<file path="src/rtl/simd_mac_ctrl.sv">
// Sequencer for a SIMD MAC tile array: clears the tiles, streams weights in,
// flushes the weight pipeline, streams activations (honouring downstream
// back-pressure), drains the array and signals completion.
module simd_mac_ctrl #(
    parameter int col     = 8,
    parameter int row     = 8,
    parameter int len_bw  = 8,
    parameter int addr_bw = 11
) (
    input  logic               clk,
    input  logic               reset,
    input  logic               start,
    input  logic               mode,
    input  logic [len_bw-1:0]  act_len,
    input  logic               stall,
    output logic               busy,
    output logic               done,
    output logic               arr_reset,
    output logic               w_rd_en,
    output logic [addr_bw-1:0] w_addr,
    output logic               a_rd_en,
    output logic [addr_bw-1:0] a_addr,
    output logic [2:0]         inst_w
);

    // One shared counter walks every multi-cycle phase, so it must hold the
    // largest of: 2*col weight reads, row+col-1 drain cycles, 2^len_bw-1 reads.
    localparam int WCNT_W = $clog2(2 * col + 1);
    localparam int DCNT_W = $clog2(row + col + 1);
    localparam int MAX_WD = (WCNT_W > DCNT_W) ? WCNT_W : DCNT_W;
    localparam int CNT_W  = (MAX_WD > len_bw) ? MAX_WD : len_bw;

    localparam logic [CNT_W-1:0] FLUSH_LAST = CNT_W'(col - 1);
    localparam logic [CNT_W-1:0] DRAIN_LAST = CNT_W'(row + col - 2);
    localparam logic [CNT_W-1:0] W4_LAST    = CNT_W'(col - 1);
    localparam logic [CNT_W-1:0] W2_LAST    = CNT_W'(2 * col - 1);

    typedef enum logic [2:0] {
        IDLE,
        CLR,
        LOAD,
        FLUSH,
        EXEC,
        DRAIN,
        DONE
    } state_t;

    state_t            state_q, state_d;
    logic [CNT_W-1:0]  cnt_q, cnt_d;
    logic              mode_q, mode_d;
    logic [len_bw-1:0] actLen_q, actLen_d;
    logic              instLoad_q, instLoad_d;
    logic              instExec_q, instExec_d;

    logic [CNT_W-1:0]  wLast;
    logic [CNT_W-1:0]  execLast;

    // 4-bit weights need one word per tile column, 2-bit weights need two.
    assign wLast    = mode_q ? W4_LAST : W2_LAST;
    assign execLast = CNT_W'(actLen_q) - CNT_W'(1);

    // The instruction bits follow their SRAM reads by one cycle so that they
    // arrive at the array together with the read data.
    assign instLoad_d = (state_q == LOAD) || (state_q == FLUSH);
    assign instExec_d = a_rd_en;
    assign inst_w     = {busy & mode_q, instExec_q, instLoad_q};

    // State, counter, latched job parameters and lagged instruction bits.
    always_ff @(posedge clk) begin
        if (reset) begin
            state_q    <= IDLE;
            cnt_q      <= '0;
            mode_q     <= 1'b0;
            actLen_q   <= '0;
            instLoad_q <= 1'b0;
            instExec_q <= 1'b0;
        end else begin
            state_q    <= state_d;
            cnt_q      <= cnt_d;
            mode_q     <= mode_d;
            actLen_q   <= actLen_d;
            instLoad_q <= instLoad_d;
            instExec_q <= instExec_d;
        end
    end

    // Next-state sequencing and per-state SRAM/array controls.
    always_comb begin
        state_d   = state_q;
        cnt_d     = cnt_q;
        mode_d    = mode_q;
        actLen_d  = actLen_q;
        busy      = (state_q != IDLE);
        done      = 1'b0;
        arr_reset = 1'b0;
        w_rd_en   = 1'b0;
        w_addr    = '0;
        a_rd_en   = 1'b0;
        a_addr    = '0;

        case (state_q)
            IDLE: begin
                if (start) begin
                    state_d  = CLR;
                    mode_d   = mode;
                    actLen_d = act_len;
                    cnt_d    = '0;
                end
            end
            CLR: begin
                arr_reset = 1'b1;
                cnt_d     = '0;
                state_d   = LOAD;
            end
            LOAD: begin
                w_rd_en = 1'b1;
                w_addr  = addr_bw'(cnt_q);
                if (cnt_q == wLast) begin
                    cnt_d   = '0;
                    state_d = FLUSH;
                end else begin
                    cnt_d = cnt_q + CNT_W'(1);
                end
            end
            FLUSH: begin
                if (cnt_q == FLUSH_LAST) begin
                    cnt_d   = '0;
                    state_d = (actLen_q == '0) ? DRAIN : EXEC;
                end else begin
                    cnt_d = cnt_q + CNT_W'(1);
                end
            end
            EXEC: begin
                a_addr = addr_bw'(cnt_q);
                if (!stall) begin
                    a_rd_en = 1'b1;
                    if (cnt_q == execLast) begin
                        cnt_d   = '0;
                        state_d = DRAIN;
                    end else begin
                        cnt_d = cnt_q + CNT_W'(1);
                    end
                end
            end
            DRAIN: begin
                if (cnt_q == DRAIN_LAST) begin
                    cnt_d   = '0;
                    state_d = DONE;
                end else begin
                    cnt_d = cnt_q + CNT_W'(1);
                end
            end
            DONE: begin
                done    = 1'b1;
                state_d = IDLE;
            end
            default: begin
                state_d = IDLE;
            end
        endcase
    end

endmodule

</file>
<file path="config.mk">
export PLATFORM = sky130hd
export DESIGN_NAME = simd_mac_ctrl
export DESIGN_NICKNAME = d
export VERILOG_FILES = /design/src/rtl/simd_mac_ctrl.sv
export SDC_FILE = /design/constraint.sdc
export NUM_CORES = 1
export LEC_CHECK = 0
export CELL_PAD_IN_SITES_DETAIL_PLACEMENT = 0
export CELL_PAD_IN_SITES_GLOBAL_PLACEMENT = 1
export CORE_MARGIN = 4
export CORE_UTILIZATION = 37
export CTS_BUF_LIST = sky130_fd_sc_hd__clkbuf_8
export DETAILED_ROUTE_END_ITERATION = 8
export GPL_ROUTABILITY_DRIVEN = 1
export PLACE_DENSITY_LB_ADDON = 0.1
export SYNTH_ARGS = -nofsm -noshare
export SYNTH_HDL_FRONTEND = slang
export SYNTH_SLANG_ARGS = --single-unit
</file>
<file path="constraint.sdc">
create_clock -name clk -period 6.37 [get_ports clk]
set_input_delay 0.637 -clock clk [delete_from_list [all_inputs] [get_ports clk]]
set_output_delay 0.637 -clock clk [all_outputs]
set_load 0.1 [all_outputs]
</file>
=== Yosys cells after proc, flatten, opt, wreduce, memory -nomap -nowiden ===
Index checks and enable logic that the tools add are counted.
W data, S select, Z words.

* Register bits after elaboration: 22
* Bits of input ports: 13
* Output and inout port bits: 30
* Word-level logic and storage cells: 56

* $add $sub $neg: 2
* Eq/ne operators: 16
* Multiplexer cells: 23
* Bitwise logic cells: 1
* Reductions and logical operators: 8

{| class="wikitable"
|+ Operator list
! kind !! number
|-
| $mux W8 || 8
|-
| $pmux W8 S6 || 1
|-
| $mux W3 || 6
|-
| $pmux W3 S6 || 1
|-
| $eq A3 B3 Y1 const B || 3
|-
| $add A8 B1 Y8 const B || 1
|-
| $eq A8 B3 Y1 const B || 1
|-
| $eq A8 B4 Y1 || 1
|-
| $eq A8 B4 Y1 const B || 1
|-
| $eq A8 B8 Y1 || 1
|-
| $logic_not A8 Y1 || 1
|-
| $ne A2 B2 Y1 const B || 4
|-
| $sub A8 B1 Y8 const B || 1
|-
| $eq A3 B2 Y1 const B || 2
|-
| $mux W1 || 6
|-
| $reduce_and A6 Y1 || 1
|-
| $reduce_bool A6 Y1 || 1
|-
| $mux W4 || 1
|-
| $ne A2 B1 Y1 const B || 2
|-
| $eq A3 B1 Y1 const B || 1
|-
| $logic_not A3 Y1 || 1
|-
| $reduce_and A3 Y1 || 1
|-
| $reduce_bool A3 Y1 || 1
|-
| $reduce_and A2 Y1 || 1
|-
| other kinds (2) || 2
|}

=== Longest topological paths before layout ===
* Word-level depth: 5
* Depth in mapped cells: 7
* Mapped depth without buffers: 7

=== Least setup slack after synthesis ===
No wires, ideal clock.

* Path kind: reg-to-output
* Start: register state_q[2]
* End: output port w_addr[1]
* Data arrival time: 2.917 ns
* Required time: 5.733 ns
* Setup slack: 2.816 ns
* Cell stages (with the launch flop): 5
* Path buffers: 1
* Path through: dfxtp_1 buf_6 nand2b_1 nor2_1 and2_1

* Word-level cells in the longest chain between the ends: 2

{| class="wikitable"
|+ Ends and longest elaborated chain
! what !! line !! text
|-
| start, declared || 48 || <nowiki>state_t state_q, state_d;</nowiki>
|-
| start signal, assigned || 78 || <nowiki>state_q <= state_d;</nowiki>
|-
| $eq A3 B2 Y1 || 101 || <nowiki>case (state_q)</nowiki>
|-
| $mux W8 || 101 ||
|-
| end, declared || 20 || <nowiki>output logic [addr_bw-1:0] w_addr,</nowiki>
|}

No other way between the ends.

=== Worst setup path after layout ===
* Start: register state_q[2]
* End: output port w_addr[3]

The elaborated chain is that of the path after synthesis.

==> results by group <==
Status
  – Status: complete, no violations

CTS
  – Clock Latency Late Sink: 260 ps
  – Post-CTS Hold Buffers: 0
  – CTS tree: built
  – Clk sinks: 22
  – Setup Buffers After CTS: 0
  – Root buf cell: clkbuf_8
  – TritonCTS Buffers: 3
  – Post_cts resized: 0
  – H-tree depth: 1
  – CTS max path bufs: 2
  – CTS clk-pin slew, worst paths: 80 ps

Cells and area
  – Final nets: 236
  – Layout cells sized above 1: 4.11%
  – Finished layout cell area: 0.00184 mm^2
  – Final antenna diode count: 0
  – Finished Layout Cells: 267
  – # fillers: 390
  – Core Util, Final: 49.2%
  – Area grow syn2layout: 25.5%

Setup path
  – Slowest CP cell: clkdlybuf4s50_1
  – Critical path class: flip-flop to primary output
  – Worst setup SP type: flip-flop
  – CP max FO: 12
  – WP data required: 5730 ps
  – Worst path max stage delay: 1130 ps
  – WP data arrival: 2590 ps
  – Worst flop-to-flop path startpoint: actLen_q[0]
  – Worst-path cell chain: nand2b_1, nor2_1, and2_1, clkdlybuf4s50_1
  – Nature of the critical path endpoint: primary output
  – R2r setup slk: 4060 ps
  – Reg2Reg Depth: 6
  – Reg2reg end: cnt_q[4]

Timing
  – Clock skew: 1.91 ps
  – Tmin final: 3220 ps
  – Slew Limit Fails: 0
  – Final setup viols: 0
  – Max Fclk: 0.310 GHz
  – Fin. Hold Viols: 0
  – Least-Margin Pin Slew: 986 ps
  – Max-slew headroom: 34.1%
  – Setup_tns: 0 ps
  – Fin crit share: 50.6%
  – RSZ-0062 raised after global routing: no

Synth
  – Main synth FF type: dfxtp_1
  – Post-synth EDFFs: 0
  – Synth area leaders: dfxtp_1, and2_1, nand2_1, a21oi_1, xnor2_1
  – Post-synthesis instance total: 192
  – Sequential area share after synthesis: 30.0%
  – Synth Register Bits: 22
  – Top-area cell type share of the netlist area: 30.0%
  – Async SR Flop Fraction: 0%
  – Area leader, netlist: dfxtp_1
  – Count leader, synth: nand2_1
  – Post-Syn Area: 0.00147 mm^2
  – Syn avg cell area: 7.65 um^2
  – Count of different cell masters after synthesis: 38
  – YS warnings: 0
  – Post-synth top cells: nand2_1, dfxtp_1, and2_1

GRT
  – First-pass GRT wire length: 6.01 mm
  – Total congestion overflow: 0
  – Pin count of the biggest net entering global routing: 22
  – Vias in the first global route: 1281
  – GRT Overall Usage: 14.7%
  – Antenna violations before repair: 0

Floorplanning
  – Area of the core: 0.00374 mm^2
  – Initial Utilization: 39.2%
  – Die Area: 0.00504 mm^2
  – Die Height: 71.0 um
  – IO Count: 43
  – Row count: 22
  – Die W: 71.0 um

Detailed routing
  – Vias: 1386
  – Drt first-iter violations: 90
  – Via density: 5.19
  – Drt wl/cell: 13.8 um
  – Post-Route WL: 3.68 mm
  – DR pass1 iterations: 4
  – Final antenna-violating net count: 0
  – Remaining routing DRC violations: 0

Power and ir drop
  – Power Density: 358 mW/mm^2
  – Static Leak: 0.684 nW
  – Peak supply drop: 298 uV

Run
  – MaxCap Viol Count: 0

Placed design
  – Post-detail-place hpwl: 2.84 mm
  – GP Congestion: 0.828
  – Buffers added on ports: 36
  – Inst Count DP: 263
  – Cell Area, Placed: 0.00179 mm^2

Hold path
  – Hold Crit Endpoint: mode_q
  – Worst Hold Class: flip-flop to flip-flop
  – WHS Path Cells: 2
  – Hold Startpoint: mode_q
## cell type report
| class | instances | area [um^2] | area share (%) |
|---|---|---|---|
| Inverter | 5 | 18.8 | 1.02 |
| Sequential cell | 22 | 440 | 23.9 |
| Tap cell | 48 | 60.1 | 3.26 |
| Clock buffer | 4 | 55.1 | 2.99 |
| Timing Repair Buffer | 36 | 360 | 19.6 |
| Multi-Input combinational cell | 152 | 908 | 49.3 |
## flip-flops by register name, indices dropped and copies added, names as in the netlist
name	count
state_q	3
instExec_q	1
instLoad_q	1
cnt_q	8
actLen_q	8
mode_q	1
## per-stage QoR
stage | hold WS, ps | worst slack (ps) | power, mW
4_1_cts | 501 | 3140 | 0.664
3_5_place_dp | 491 | 3410 | 0.563
2_1_floorplan | 445 | 2820 | 0.502
3_3_place_gp | 474 | 3400 | 0.556
5_1_grt | 515 | 2970 | 0.703
6_report | 490 | 3150 | 0.660
## cells in the final DEF, fill, tap and decap left out, drive strengths merged, types with 6 or more instances in the layout
master,count
a21oi,15
and2,16
clkdlybuf4s50,36
conb,6
dfxtp,22
nand2,25
nand3,6
nand4,7
nor2,13
nor3,10
xnor2,8
xor2,7
## worst max-delay path: cells and delay by family (launching register included)
kind / cells / cell delay (ps)
flip-flops: 1 / 410
AND/OR/NAND/NOR: 3 / 770
buffers and inverters: 1 / 1130
## metal layers
layer / GRT usage [%] / routed length, um / vias to the layer above
met1: 18.7 / 1660 / 630
met4: 5.64 / 43 / 0
li1: - / - / 703
met2: 24.3 / 1750 / 47
met5: 0 / 0 / -
met3: 3.27 / 222 / 6
## how the worst max path moves through the flow
stage / start / to / depth (start not counted)
final: state_q[2] / w_addr[3] / 4
after global routing: state_q[2] / w_addr[3] / 4
after CTS: state_q[2] / w_addr[3] / 4
after detailed placement: stall / a_rd_en / 3
after global placement: stall / a_rd_en / 3
after floorplan: state_q[2] / w_addr[1] / 4
## cell families after synthesis
group	Yosys count	share of synthesized area, %
buffers and inverters	23	9.46
adder cells (fa/ha/maj)	3	2.56
AND/OR/NAND/NOR	100	36.5
AO/OA/AOI/OAI	28	12.4
other	1	0.255
flip-flops	22	30.0
XOR/XNOR	15	8.94
## power by group
group / total [mW] / internal (mW) / switching [mW]
Combinational: 0.361 / 0.110 / 0.251
Sequential: 0.199 / 0.159 / 0.0391
Clock: 0.101 / 0.0552 / 0.0458
Total: 0.660 / 0.325 / 0.336
Note: power is estimated with default switching activity, not from simulation.
